--- src/rtl/pwm_duty_sequencer_if.sv ---
// Memory read port plus duty-word stream between the sequencer (master) and
// the on-chip memory / PWM core (slave side).
interface pwm_duty_sequencer_if #(
    parameter int ADDR_W = 17,
    parameter int DATA_W = 32
);
    logic [ADDR_W-1:0] mem_address;
    logic              mem_chipselect;
    logic              mem_write;
    logic [3:0]        mem_byteenable;
    logic              mem_clken;
    logic [DATA_W-1:0] mem_readdata;
    logic [DATA_W-1:0] duty_data;
    logic              duty_valid;
    logic              duty_ready;

    modport master (
        output mem_address, mem_chipselect, mem_write, mem_byteenable, mem_clken,
        output duty_data, duty_valid,
        input  mem_readdata, duty_ready
    );

    modport slave (
        input  mem_address, mem_chipselect, mem_write, mem_byteenable, mem_clken,
        input  duty_data, duty_valid,
        output mem_readdata, duty_ready
    );
endinterface

--- src/rtl/pwm_duty_sequencer.sv ---
// Reads a table of duty words from single-port memory and streams them to the
// PWM core through a small prefetch FIFO, in one-shot or continuous loop mode.
module pwm_duty_sequencer #(
    parameter int ADDR_W     = 17,
    parameter int DATA_W     = 32,
    parameter int FIFO_DEPTH = 4
) (
    input  logic              clk,
    input  logic              reset,
    input  logic              start,
    input  logic              stop,
    input  logic [ADDR_W-1:0] base_addr,
    input  logic [ADDR_W-1:0] length,
    input  logic              loop_en,
    output logic              busy,
    output logic              done,
    pwm_duty_sequencer_if.master bus
);
    localparam int PTR_W = $clog2(FIFO_DEPTH);
    localparam int CNT_W = PTR_W + 1;

    typedef enum logic [1:0] {IDLE, FETCH, DRAIN} state_t;

    state_t            state, state_next;
    logic              done_next;
    logic              done_q;
    logic [ADDR_W-1:0] addr;
    logic [ADDR_W-1:0] remaining;
    logic [ADDR_W-1:0] base_q;
    logic [ADDR_W-1:0] length_q;
    logic              loop_q;
    logic              inflight;

    logic [DATA_W-1:0] fifo_mem [FIFO_DEPTH];
    logic [PTR_W-1:0]  rd_ptr, wr_ptr;
    logic [CNT_W-1:0]  count;

    logic issue, push, pop, last_issue;

    // Issue is gated by FIFO space counting the word still on its way back,
    // so the FIFO can never overflow.
    assign issue      = (state == FETCH) && ((count + CNT_W'(inflight)) < CNT_W'(FIFO_DEPTH))
                        && (remaining != '0);
    assign last_issue = issue && (remaining == ADDR_W'(1));
    assign push       = inflight;
    assign pop        = bus.duty_valid && bus.duty_ready;

    assign bus.mem_address    = addr;
    assign bus.mem_chipselect = issue;
    assign bus.mem_write      = 1'b0;
    assign bus.mem_byteenable = 4'hF;
    assign bus.mem_clken      = 1'b1;
    assign bus.duty_valid     = (count != '0);
    assign bus.duty_data      = (count != '0) ? fifo_mem[rd_ptr] : '0;
    assign busy               = (state != IDLE);
    assign done               = done_q;

    always_comb begin
        state_next = state;
        done_next  = 1'b0;
        if (stop) begin
            state_next = IDLE;
        end else begin
            case (state)
                IDLE: begin
                    if (start) begin
                        if (length != '0) state_next = FETCH;
                        else              done_next  = 1'b1;
                    end
                end
                FETCH: begin
                    if (last_issue && !loop_q) state_next = DRAIN;
                end
                DRAIN: begin
                    if ((count == '0) && !inflight) begin
                        state_next = IDLE;
                        done_next  = 1'b1;
                    end
                end
                default: state_next = IDLE;
            endcase
        end
    end

    always_ff @(posedge clk or posedge reset) begin
        if (reset) begin
            state     <= IDLE;
            done_q    <= 1'b0;
            addr      <= '0;
            remaining <= '0;
            base_q    <= '0;
            length_q  <= '0;
            loop_q    <= 1'b0;
            inflight  <= 1'b0;
        end else begin
            state    <= state_next;
            done_q   <= done_next;
            inflight <= issue && !stop;
            if ((state == IDLE) && start && !stop) begin
                base_q    <= base_addr;
                length_q  <= length;
                loop_q    <= loop_en;
                addr      <= base_addr;
                remaining <= length;
            end else if (issue) begin
                // In loop mode the last word of the table rewinds to the start
                if (loop_q && (remaining == ADDR_W'(1))) begin
                    addr      <= base_q;
                    remaining <= length_q;
                end else begin
                    addr      <= addr + ADDR_W'(1);
                    remaining <= remaining - ADDR_W'(1);
                end
            end
        end
    end

    always_ff @(posedge clk) begin
        if (push) fifo_mem[wr_ptr] <= bus.mem_readdata;
    end

    always_ff @(posedge clk or posedge reset) begin
        if (reset) begin
            rd_ptr <= '0;
            wr_ptr <= '0;
            count  <= '0;
        end else if (stop) begin
            rd_ptr <= '0;
            wr_ptr <= '0;
            count  <= '0;
        end else begin
            if (push) wr_ptr <= wr_ptr + PTR_W'(1);
            if (pop)  rd_ptr <= rd_ptr + PTR_W'(1);
            case ({push, pop})
                2'b10:   count <= count + CNT_W'(1);
                2'b01:   count <= count - CNT_W'(1);
                default: count <= count;
            endcase
        end
    end
endmodule
--- src/flat_wrapper.sv ---
// flat-port wrapper written by rule: the top's interface ports become plain ports
module pwm_duty_sequencer_flat 
#(
    parameter int ADDR_W     = 17,
    parameter int DATA_W     = 32,
    parameter int FIFO_DEPTH = 4
)
  (clk, reset, start, stop, base_addr, length, loop_en, busy, done, bus_mem_address, bus_mem_chipselect, bus_mem_write, bus_mem_byteenable, bus_mem_clken, bus_duty_data, bus_duty_valid, bus_mem_readdata, bus_duty_ready);
  pwm_duty_sequencer_if #(.ADDR_W(ADDR_W), .DATA_W(DATA_W)) bus_i ();
  input  logic clk;
  input  logic reset;
  input  logic start;
  input  logic stop;
  input  logic [ADDR_W-1:0] base_addr;
  input  logic [ADDR_W-1:0] length;
  input  logic loop_en;
  output logic busy;
  output logic done;
  output wire logic [$bits(bus_i.mem_address)-1:0] bus_mem_address;
  output wire logic [$bits(bus_i.mem_chipselect)-1:0] bus_mem_chipselect;
  output wire logic [$bits(bus_i.mem_write)-1:0] bus_mem_write;
  output wire logic [$bits(bus_i.mem_byteenable)-1:0] bus_mem_byteenable;
  output wire logic [$bits(bus_i.mem_clken)-1:0] bus_mem_clken;
  output wire logic [$bits(bus_i.duty_data)-1:0] bus_duty_data;
  output wire logic [$bits(bus_i.duty_valid)-1:0] bus_duty_valid;
  input wire logic [$bits(bus_i.mem_readdata)-1:0] bus_mem_readdata;
  input wire logic [$bits(bus_i.duty_ready)-1:0] bus_duty_ready;
  assign bus_mem_address = bus_i.mem_address;
  assign bus_mem_chipselect = bus_i.mem_chipselect;
  assign bus_mem_write = bus_i.mem_write;
  assign bus_mem_byteenable = bus_i.mem_byteenable;
  assign bus_mem_clken = bus_i.mem_clken;
  assign bus_duty_data = bus_i.duty_data;
  assign bus_duty_valid = bus_i.duty_valid;
  assign bus_i.mem_readdata = bus_mem_readdata;
  assign bus_i.duty_ready = bus_duty_ready;
  pwm_duty_sequencer #(.ADDR_W(ADDR_W), .DATA_W(DATA_W), .FIFO_DEPTH(FIFO_DEPTH)) u_core (.clk(clk), .reset(reset), .start(start), .stop(stop), .base_addr(base_addr), .length(length), .loop_en(loop_en), .busy(busy), .done(done), .bus(bus_i));
endmodule
--- config.mk ---
export PLATFORM = sky130hd
export DESIGN_NAME = pwm_duty_sequencer_flat
export DESIGN_NICKNAME = d
export VERILOG_FILES = /design/src/rtl/pwm_duty_sequencer_if.sv /design/src/rtl/pwm_duty_sequencer.sv /design/src/flat_wrapper.sv
export SDC_FILE = /design/constraint.sdc
export NUM_CORES = 1
export LEC_CHECK = 0
export CELL_PAD_IN_SITES_DETAIL_PLACEMENT = 1
export CELL_PAD_IN_SITES_GLOBAL_PLACEMENT = 2
export CORE_MARGIN = 5
export CORE_UTILIZATION = 38
export CTS_BUF_LIST = sky130_fd_sc_hd__clkbuf_16
export CTS_CLUSTER_DIAMETER = 50
export DETAILED_ROUTE_END_ITERATION = 12
export HOLD_SLACK_MARGIN = 0.02
export PLACE_DENSITY_LB_ADDON = 0.1
export SKIP_LAST_GASP = 1
export SLEW_MARGIN = 20
export SYNTH_ARGS = -nofsm -noshare
export SYNTH_HDL_FRONTEND = slang
export SYNTH_SLANG_ARGS = --single-unit
--- constraint.sdc ---
create_clock -name clk -period 2.9 [get_ports clk]
set_input_delay 0.29 -clock clk [delete_from_list [all_inputs] [get_ports clk]]
set_output_delay 0.29 -clock clk [all_outputs]
set_load 0.1 [all_outputs]
Word-level counts from Yosys, hierarchy flattened. Memory sizes are Yosys's and may differ from the RTL's. Cells that the tools add are included.

$add $sub $neg: 7. $lt $le $gt $ge: 1. Equal/unequal tests: 9. Multiplexer cells: 26. Reduce and logical (&&, ||, !) cells: 24.

Operators by type and width (number): 17-bit two-way mux (6); 17-bit nonzero test (2); 32-bit two-way mux (1); 2-bit two-way mux (9); 17-bit by 1-bit adder with 17-bit output, second input constant (1); 17-bit by 1-bit equality test with 1-bit output, second input constant (1); 17-bit by 1-bit subtractor with 17-bit output, second input constant (1); 1-bit logical AND (10); 2-bit nonzero test (4); 1-bit two-way mux (6); 3-bit by 2-bit != test with 1-bit output, second input constant (2); 3-bit != test, second input constant (2); 2-bit case mux with 3 select lines (1); 3-bit case mux with 2 select lines (1); 3-bit nonzero test (2); 2-bit by 1-bit adder with 2-bit output, second input constant (2); 2-bit by 1-bit equality test with 1-bit output, second input constant (2); 2-bit equality test, second input constant (2); 4-bit AND reduction (1); 3-bit by 1-bit adder with 3-bit output (1); 3-bit by 1-bit adder with 3-bit output, second input constant (1); 1-bit zero test (3); 3-bit zero test (1); 3-bit less-than comparator, second input constant (1); 4 further kinds (4).

Bits in registers: 80. Bits in writable memories: 128. Input bits: 72. Output and inout port bits: 59. Memories kept: 1.

Memory list: u_core.fifo_mem (words 4, width 32, rd ports 1, clocked after Yosys merged registers in 0, wr ports 1, line pwm_duty_sequencer.sv:34) `logic [DATA_W-1:0] fifo_mem [FIFO_DEPTH];`.

Depth between registers and ports, before layout.
Depth after elaboration: 9. Depth in mapped cells: 8. Gate-level depth less buffers: 7.

Least setup slack after synthesis. No wires, ideal clock.

Path kind: register -> output. Start: register u_core.count[0]. End: output port bus_duty_data[20]. Data arrival time: 2603 ps. Path slack: 7 ps. Cell stages (with the launch flop): 5. Buffers on the path: 2. Path through: dfrtp_1 -> or3_1 -> clkbuf_1 -> clkbuf_1 -> and2_1.

Word-level cells in the longest chain between the ends: 2.

Ends and longest elaborated chain: start, declared (line pwm_duty_sequencer.sv:36) `logic [CNT_W-1:0] count;`; start signal, assigned (line pwm_duty_sequencer.sv:135) `2'b10: count <= count + CNT_W'(1);`; start signal, assigned (line pwm_duty_sequencer.sv:136) `2'b01: count <= count - CNT_W'(1);`; start signal, assigned (line pwm_duty_sequencer.sv:137) `default: count <= count;`; 3-bit nonzero test; via bus_duty_valid (line flat_wrapper.sv:25) `output wire logic [$bits(bus_i.duty_valid)-1:0] bus_duty_valid;`; 32-bit two-way mux (line pwm_duty_sequencer.sv:54) `assign bus.duty_data = (count != '0) ? fifo_mem[rd_ptr] : '0;`; end, declared (line flat_wrapper.sv:24) `output wire logic [$bits(bus_i.duty_data)-1:0] bus_duty_data;`.

The timed path passes the listed nets, and every way through them passes these cells.

Final worst setup path.
Start: register u_core.rd_ptr[0]. End: output port bus_duty_data[14].

Word-level cells in the longest chain between the ends: 2.

Ends and longest elaborated chain: start, declared (line pwm_duty_sequencer.sv:35) `logic [PTR_W-1:0] rd_ptr, wr_ptr;`; start signal, assigned (line pwm_duty_sequencer.sv:133) `if (pop) rd_ptr <= rd_ptr + PTR_W'(1);`; memory 4 x 32 bit; 32-bit two-way mux (line pwm_duty_sequencer.sv:54).

Every way passes these cells.

==> impl_metrics.toml <==
[run_status]
status = "finished, final reports clean"

[clock_network]
numCtsBuffers = 29
cts_root_buf = "clkbuf_16"
post_cts_buffers = 0
cts-resized-gates = 0
cts_tree = "done"
clkSinkCount = 208
hold_buffers = 0
cts_max_level = 1
cts_max_path_buffers = 3
clk_latency_ps = 550
path_clk_slew_ps = 60

[place]
hpwl_um = 17400
post-place-cells = 1178
dpl_worst_slack_ps = 281
io_buffers = 124
place_area_um2 = 11500
place.gp.congestion = 0.782

[synth]
synth_area_per_cell_um2 = 12.9
ys_types = 72
synth_area_leader_cell = "edfxtp_1"
syn_area_um2 = 9560
ys_async_sr_fraction = 0.385
synth_top_family_by_area = "simple AND/OR/NAND/NOR gates"
yosysWarnings = 0
synth_edf_count = 128
synth_compound_gate_area_share = 0.0897
ys_seq_area_frac = 0.612
yosys.area_share.simple = 0.154
ys_ff_latch = 208
synth-adder-area-share = 0.0126
synthCells = 742
synth-main-ff-cell = "edfxtp_1"
synth.area.mux_share = 0.0859
yosys.area_share.xor_xnor = 0.0147
yosys.area.top_type_share = 0.402
synth.area.top_cells = "edfxtp_1 (40%), dfrtp_1 (21%), mux4_2 (7.5%)"

[job]
drv_cap = 0

[final_layout]
antenna_cells = 0
syn_to_final_growth_pct = 30.8
nNetsFinal = 960
final_common_cell = "edfxtp_1"
drive_above_1_share = 0.205
fin_cells = 1231
nFillCells = 2548
multi_input_area_um2 = 3430
final_cell_mix = "edfxtp_1 (128), nand2_1 (119), dfrtp_1 (79)"
final_cell_area_um2 = 12500
regArea_um2 = 5850

[sta]
skew_ps = 17.1
drv_slew = 0
fin_ws_ps = 264
period_share = 0.909
hold_viol = 0
setup_tns_ps = 0
worstMarginPinSlew_ps = 770
rsz0062_at_grt = "false"
fmax_mhz = 379
period_needed_ps = 2640
setup_viol = 0
maxSlewHeadroom = 0.486

[worst_setup_path]
cp-end-kind = "output port"
rr_worst_depth = 4
crit_fanout = 27
arrival_ps = 2350
crit_slowest_cell = "dfrtp_2"
path_cells = "buf_12 > mux4_2 > and2_1 > buf_12"
path_buf_inv = 2
crit_path_frequent_cell = "buf_12"
crit_path_start_kind = "register"
crit_type = "register to output port"
critPathMaxStageDelay_ps = 550
worstSetupPathDepth = 4
critPathTopFamily = "flip-flops"
cp.required_ps = 2610

[die]
num_rows = 58
die_area_um2 = 28400
core_um2 = 25000
ioPinCount = 131
die_height_um = 169
initial_core_util = 0.383
die_w_um = 169

[grt]
track_usage = 0.183
grt_max_degree = 54
grt_pass1_vias = 7349
grt_pass1_wl_um = 41500
overflow = 0
antenna_found_initial = 0

[routing]
drtAntennaViolNets = 0
drc_errors = 0
first_iter_violations = 316
avgViaCountPerCell = 5.34
wl_per_cell_um = 21.2
dr_total_vias = 6569
drtPass1Iterations = 4
finalWirelength_um = 26100

[power_and_ir_drop]
vdd_ir_drop_max_mv = 0.942
p_per_area_nw_per_um2 = 1120
p_leak_nw = 4.81

[worst_hold_path]
hold_path_class = "input port to asynchronous set/reset pin"
[logic make-up (layout without fill, tap and decap cells)]
| kind of cell | Yosys count | in the layout |
|---|---|---|
| DFF | 208 | 208 |
| buffers and inverters | 62 | 217 |
| muxes | 42 | 42 |
| xor gates and xnor gates | 16 | 16 |
| adders and majority gates | 9 | 9 |
| AOI/OAI and AO/OA | 117 | 117 |
| other | 2 | 6 |
| and+or+nand+nor | 286 | 286 |
[sequential cells by signal (all words and copies together) (netlist names)]
name,count
u_core.remaining,17
u_core.length_q,17
u_core.bus.mem_address,17
u_core.state,2
u_core.count,3
u_core.rd_ptr,2
u_core.base_q,17
u_core.fifo_mem,128
u_core.loop_q,1
u_core.inflight,1
u_core.done,1
u_core.wr_ptr,2
[synthesized netlist by cell type (4+ instances only)]
master	instances
edfxtp_1	128
nand2_1	119
dfrtp_1	80
and2_1	41
nor2_1	40
mux4_2	32
clkbuf_1	21
o21ai_0	20
a21oi_1	19
nor3_1	19
and3_1	17
inv_1	14
buf_4	11
o211ai_1	11
xor2_1	11
a211oi_1	10
mux2i_1	10
nand3_1	10
o22ai_1	10
buf_2	9
ha_1	8
o31ai_1	7
a22o_1	5
buf_1	5
nor4_1	5
xnor2_1	5
and4_1	4
nand2b_1	4
nand4_1	4
[per-stage QoR]
step / hold WS, ps / util / power (W)
6_report: 207 / 0.501 / 0.0140
5_1_grt: 275 / 0.501 / 0.0146
4_1_cts: 207 / 0.501 / 0.0142
3_5_place_dp: 464 / 0.462 / 0.0106
3_3_place_gp: 450 / 0.462 / 0.0105
2_1_floorplan: 389 / - / 0.00832
[final cells by class]
class	count	area share
clock buffer	29	0.0581
clock inverter	24	0.0199
inverter	15	0.00451
multi-input combinational	476	0.275
sequential	208	0.468
tap	330	0.0330
timing repair buffer	149	0.142
[final timing paths]
path	end	slack, ps	start
max	bus_duty_data[14]	260	u_core.rd_ptr[0]
min	u_core.bus.mem_address[14]	210	reset
max reg2reg	u_core.remaining[8]	510	u_core.state[1]
min reg2reg	u_core.base_q[3]	480	u_core.base_q[3]
max in group asynchronous	u_core.bus.mem_address[1]	1940	reset
min in group clk	u_core.base_q[2]	320	base_addr[2]
[metal layers]
layer	part of all wire	routed length [um]	global-route usage
met5	0	0	0
met4	0.016	420	0.0399
met3	0.035	921	0.0294
met2	0.51	13400	0.323
met1	0.44	11400	0.239
[report_power, final]
part           total, W  switching, W  internal (W)
clock network   0.00352       0.00133       0.00219
logic           0.00648       0.00426       0.00222
registers       0.00400      0.000481       0.00352
total            0.0140       0.00607       0.00792
(Power assumes the default switching activity.)
==> RTL change (same settings) <==
The 3 states of `state_t` get a one-hot encoding in 3 bits.
--- a/src/rtl/pwm_duty_sequencer.sv
+++ b/src/rtl/pwm_duty_sequencer.sv
@@ -19,7 +19,7 @@
     localparam int PTR_W = $clog2(FIFO_DEPTH);
     localparam int CNT_W = PTR_W + 1;
 
-    typedef enum logic [1:0] {IDLE, FETCH, DRAIN} state_t;
+    typedef enum logic [2:0] {IDLE = 3'b001, FETCH = 3'b010, DRAIN = 3'b100} state_t;
 
     state_t            state, state_next;
     logic              done_next;
Function: same outputs for any inputs over 4 cycles, from zero or initial values and one cycle with reset high; so few cycles prove little.
==> RTL change against the original RTL <==
Worst setup slack worse by 78 ps. Critical path type unchanged. Largest cell class unchanged. Area after synthesis rose by 0.35%. Sequential cell count increased by 1. Maximum frequency fell by 2.9%. Critical path depth stayed put. Core utilization is 0.32 points lower. Total power down 11%. Critical endpoint is now bus_duty_data[31]. Largest power group unchanged. Design area fell by 0.36%. Wire length grew 0.36%. Highest routed layer unchanged. Combinational power is 20% lower.
==> RTL change: results (changes against the original RTL) <==
stage,metric,value,unit,change
logic_synthesis,leading post-synthesis cells by cell area,"edfxtp_1 40%, dfrtp_1 21%, mux4_2 7.5%",,
setup_path,Crit Path Max Fanout,22,,-19%
sta,Final Hold Slack,192.8,ps,-14.03 ps
pwr,peak supply drop,0.0007577,V,-20%
clocking,Num CTS Buffers,28,,-3.4%
global_route,Total GRT Usage,18.46,%,+0.15 points
global_route,first-pass GRT wire length,42.30,mm,+2.0%
global_route,largest net degree at the start of global routing,40,,-26%
cells_and_area,Nets,962,,+0.21%
placed_design,Setup WS pre-CTS,442.0,ps,+160.6 ps
sta,Final Skew,13.83,ps,-3.232 ps
clocking,postcts setup bufs,0,,unchanged
logic_synthesis,Cell variety after synth,61,,-15%
global_route,routing usage on met1,24.59,%,+0.66 points
pwr,Pleak,4.683,nW,-2.7%
run_status,status,"complete, no violations",,
sta,Slew Limit Headroom,39.46,%,-9.2 points
sta,Final period util,93.60,%,+2.7 points
route,vias,6675,,+1.6%
route,1st-iter DRT viols,283,,-10%
logic_synthesis,Main synth FF type,edfxtp_1,,
logic_synthesis,ys async rst share,38.76,%,+0.29 points
global_route,met2 usage,32.23,%,-0.095 points
route,first drt pass iteration count,4,,unchanged
cells_and_area,fraction of layout cells with a size suffix above 1,19.27,%,-1.3 points
setup_path,"setup slack, reg-to-reg",400,ps,-110 ps
placed_design,GP Congestion,0.8045,,+2.9%
global_route,GR Util met3,2.849,%,-0.093 points
route,drt total wl,26.23,mm,+0.36%
logic_synthesis,"Seq/Total Area, Yosys",61.23,%,about the same
cells_and_area,Non-Filler Instances,1233,,+0.16%
sta,Final Hold Viols,0,,unchanged
placed_design,placed inst area,0.01147,mm^2,-0.41%
logic_synthesis,Synth Instances,758,,+2.2%
placed_design,HPWL Detailed,17.22,mm,-0.88%
global_route,vias in the first global route,7425,,+1.0%
cells_and_area,Fill cells,2551,,+0.12%
cells_and_area,Seq. cell area,0.005873,mm^2,+0.45%
logic_synthesis,top post-synthesis cells by count,"128 x edfxtp_1, 117 x nand2_1, 80 x dfrtp_1, 40 x and2_1, 37 x a21oi_1",,
setup_path,arrival time of the worst setup path,2420,ps,+70 ps
placed_design,Placed Cells,1181,,+0.25%
-- RTL change: changes by cell type in the layout (fill, tap and decap cells not counted), moves of 5 or more --
cell      unedited run  this run
o22ai_1             10         0
nor2_1              40        32
and3_1              17         9
nor4_1               5        14
nor3_1              19        26
o211ai_1            11        21
a211o_1              2         7
a22o_1               5         0
buf_4               40        35
inv_1               17         9
a21oi_1             19        37
-- RTL change: power by group --
| group | leakage [nW] | switching [mW] | internal [mW] | total (mW) |
|---|---|---|---|---|
| registers | 2.15 | 0.351 | 3.41 | 3.76 |
| clock network | 0.485 | 1.35 | 2.22 | 3.56 |
| logic | 2.05 | 3.39 | 1.81 | 5.20 |
| total | 4.68 | 5.09 | 7.44 | 12.5 |
-- RTL change: cell type report --
class | count | area share (%)
Sequential cell | 209 | 47.17
Tap cell | 330 | 3.316
Clock buffer | 28 | 5.627
Inverter | 7 | 0.2110
Clock inverter | 24 | 2.160
Multi-Input combinational cell | 490 | 27.43
Timing Repair Buffer | 145 | 14.09
-- RTL change: path summary, 6_finish.rpt --
| path | start | end | depth (start not counted) |
|---|---|---|---|
| worst max-delay path | u_core.rd_ptr[0]$_DFFE_PP0P_ | bus_duty_data[31] | 4 |
| worst min-delay path | reset | u_core.base_q[0]$_DFFE_PP0P_ | 2 |
| worst max register to register | u_core.remaining[1]$_DFFE_PP0P_ | u_core.remaining[12]$_DFFE_PP0P_ | 8 |
| worst min register to register | u_core.base_q[8]$_DFFE_PP0P_ | u_core.base_q[8]$_DFFE_PP0P_ | 2 |
| max in group asynchronous | reset | u_core.length_q[7]$_DFFE_PP0P_ | 3 |
| min in group clk | base_addr[0] | u_core.base_q[0]$_DFFE_PP0P_ | 3 |
-- RTL change: worst max-delay path: stages (launching register included) --
cell and delay [ps]:
dfrtp_2 660, buf_12 280, mux4_2 560, and2_1 210, buf_12 170
-- RTL change: kinds of logic (layout without fill, tap and decap cells) --
family | count (synthesis) | count (layout) | share of synthesized area (%)
other | 2 | 6 | 0.07831
AND/OR/NAND/NOR | 289 | 289 | 15.13
adder cells (fa/ha/maj) | 9 | 9 | 1.252
AO/OA/AOI/OAI | 126 | 126 | 8.663
buffers and inverters | 63 | 204 | 3.444
multiplexers | 42 | 42 | 8.558
flip-flops | 209 | 209 | 61.23
XOR/XNOR | 18 | 18 | 1.644
-- RTL change: metal layers --
metal / wire length (um) / vias up / share of wire [%]
met5: 0 / - / 0
met2: 13120 / 163 / 50
met4: 450 / 0 / 1.7
li1: - / 3062 / -
met1: 11570 / 3413 / 44
met3: 1088 / 37 / 4.1
-- RTL change: repair_timing --
item | 4_1_cts | 5_1_grt
gates resized for setup | 1 | 1
hold buffers | 0 | 0
setup endpoints to repair | 1 | 1
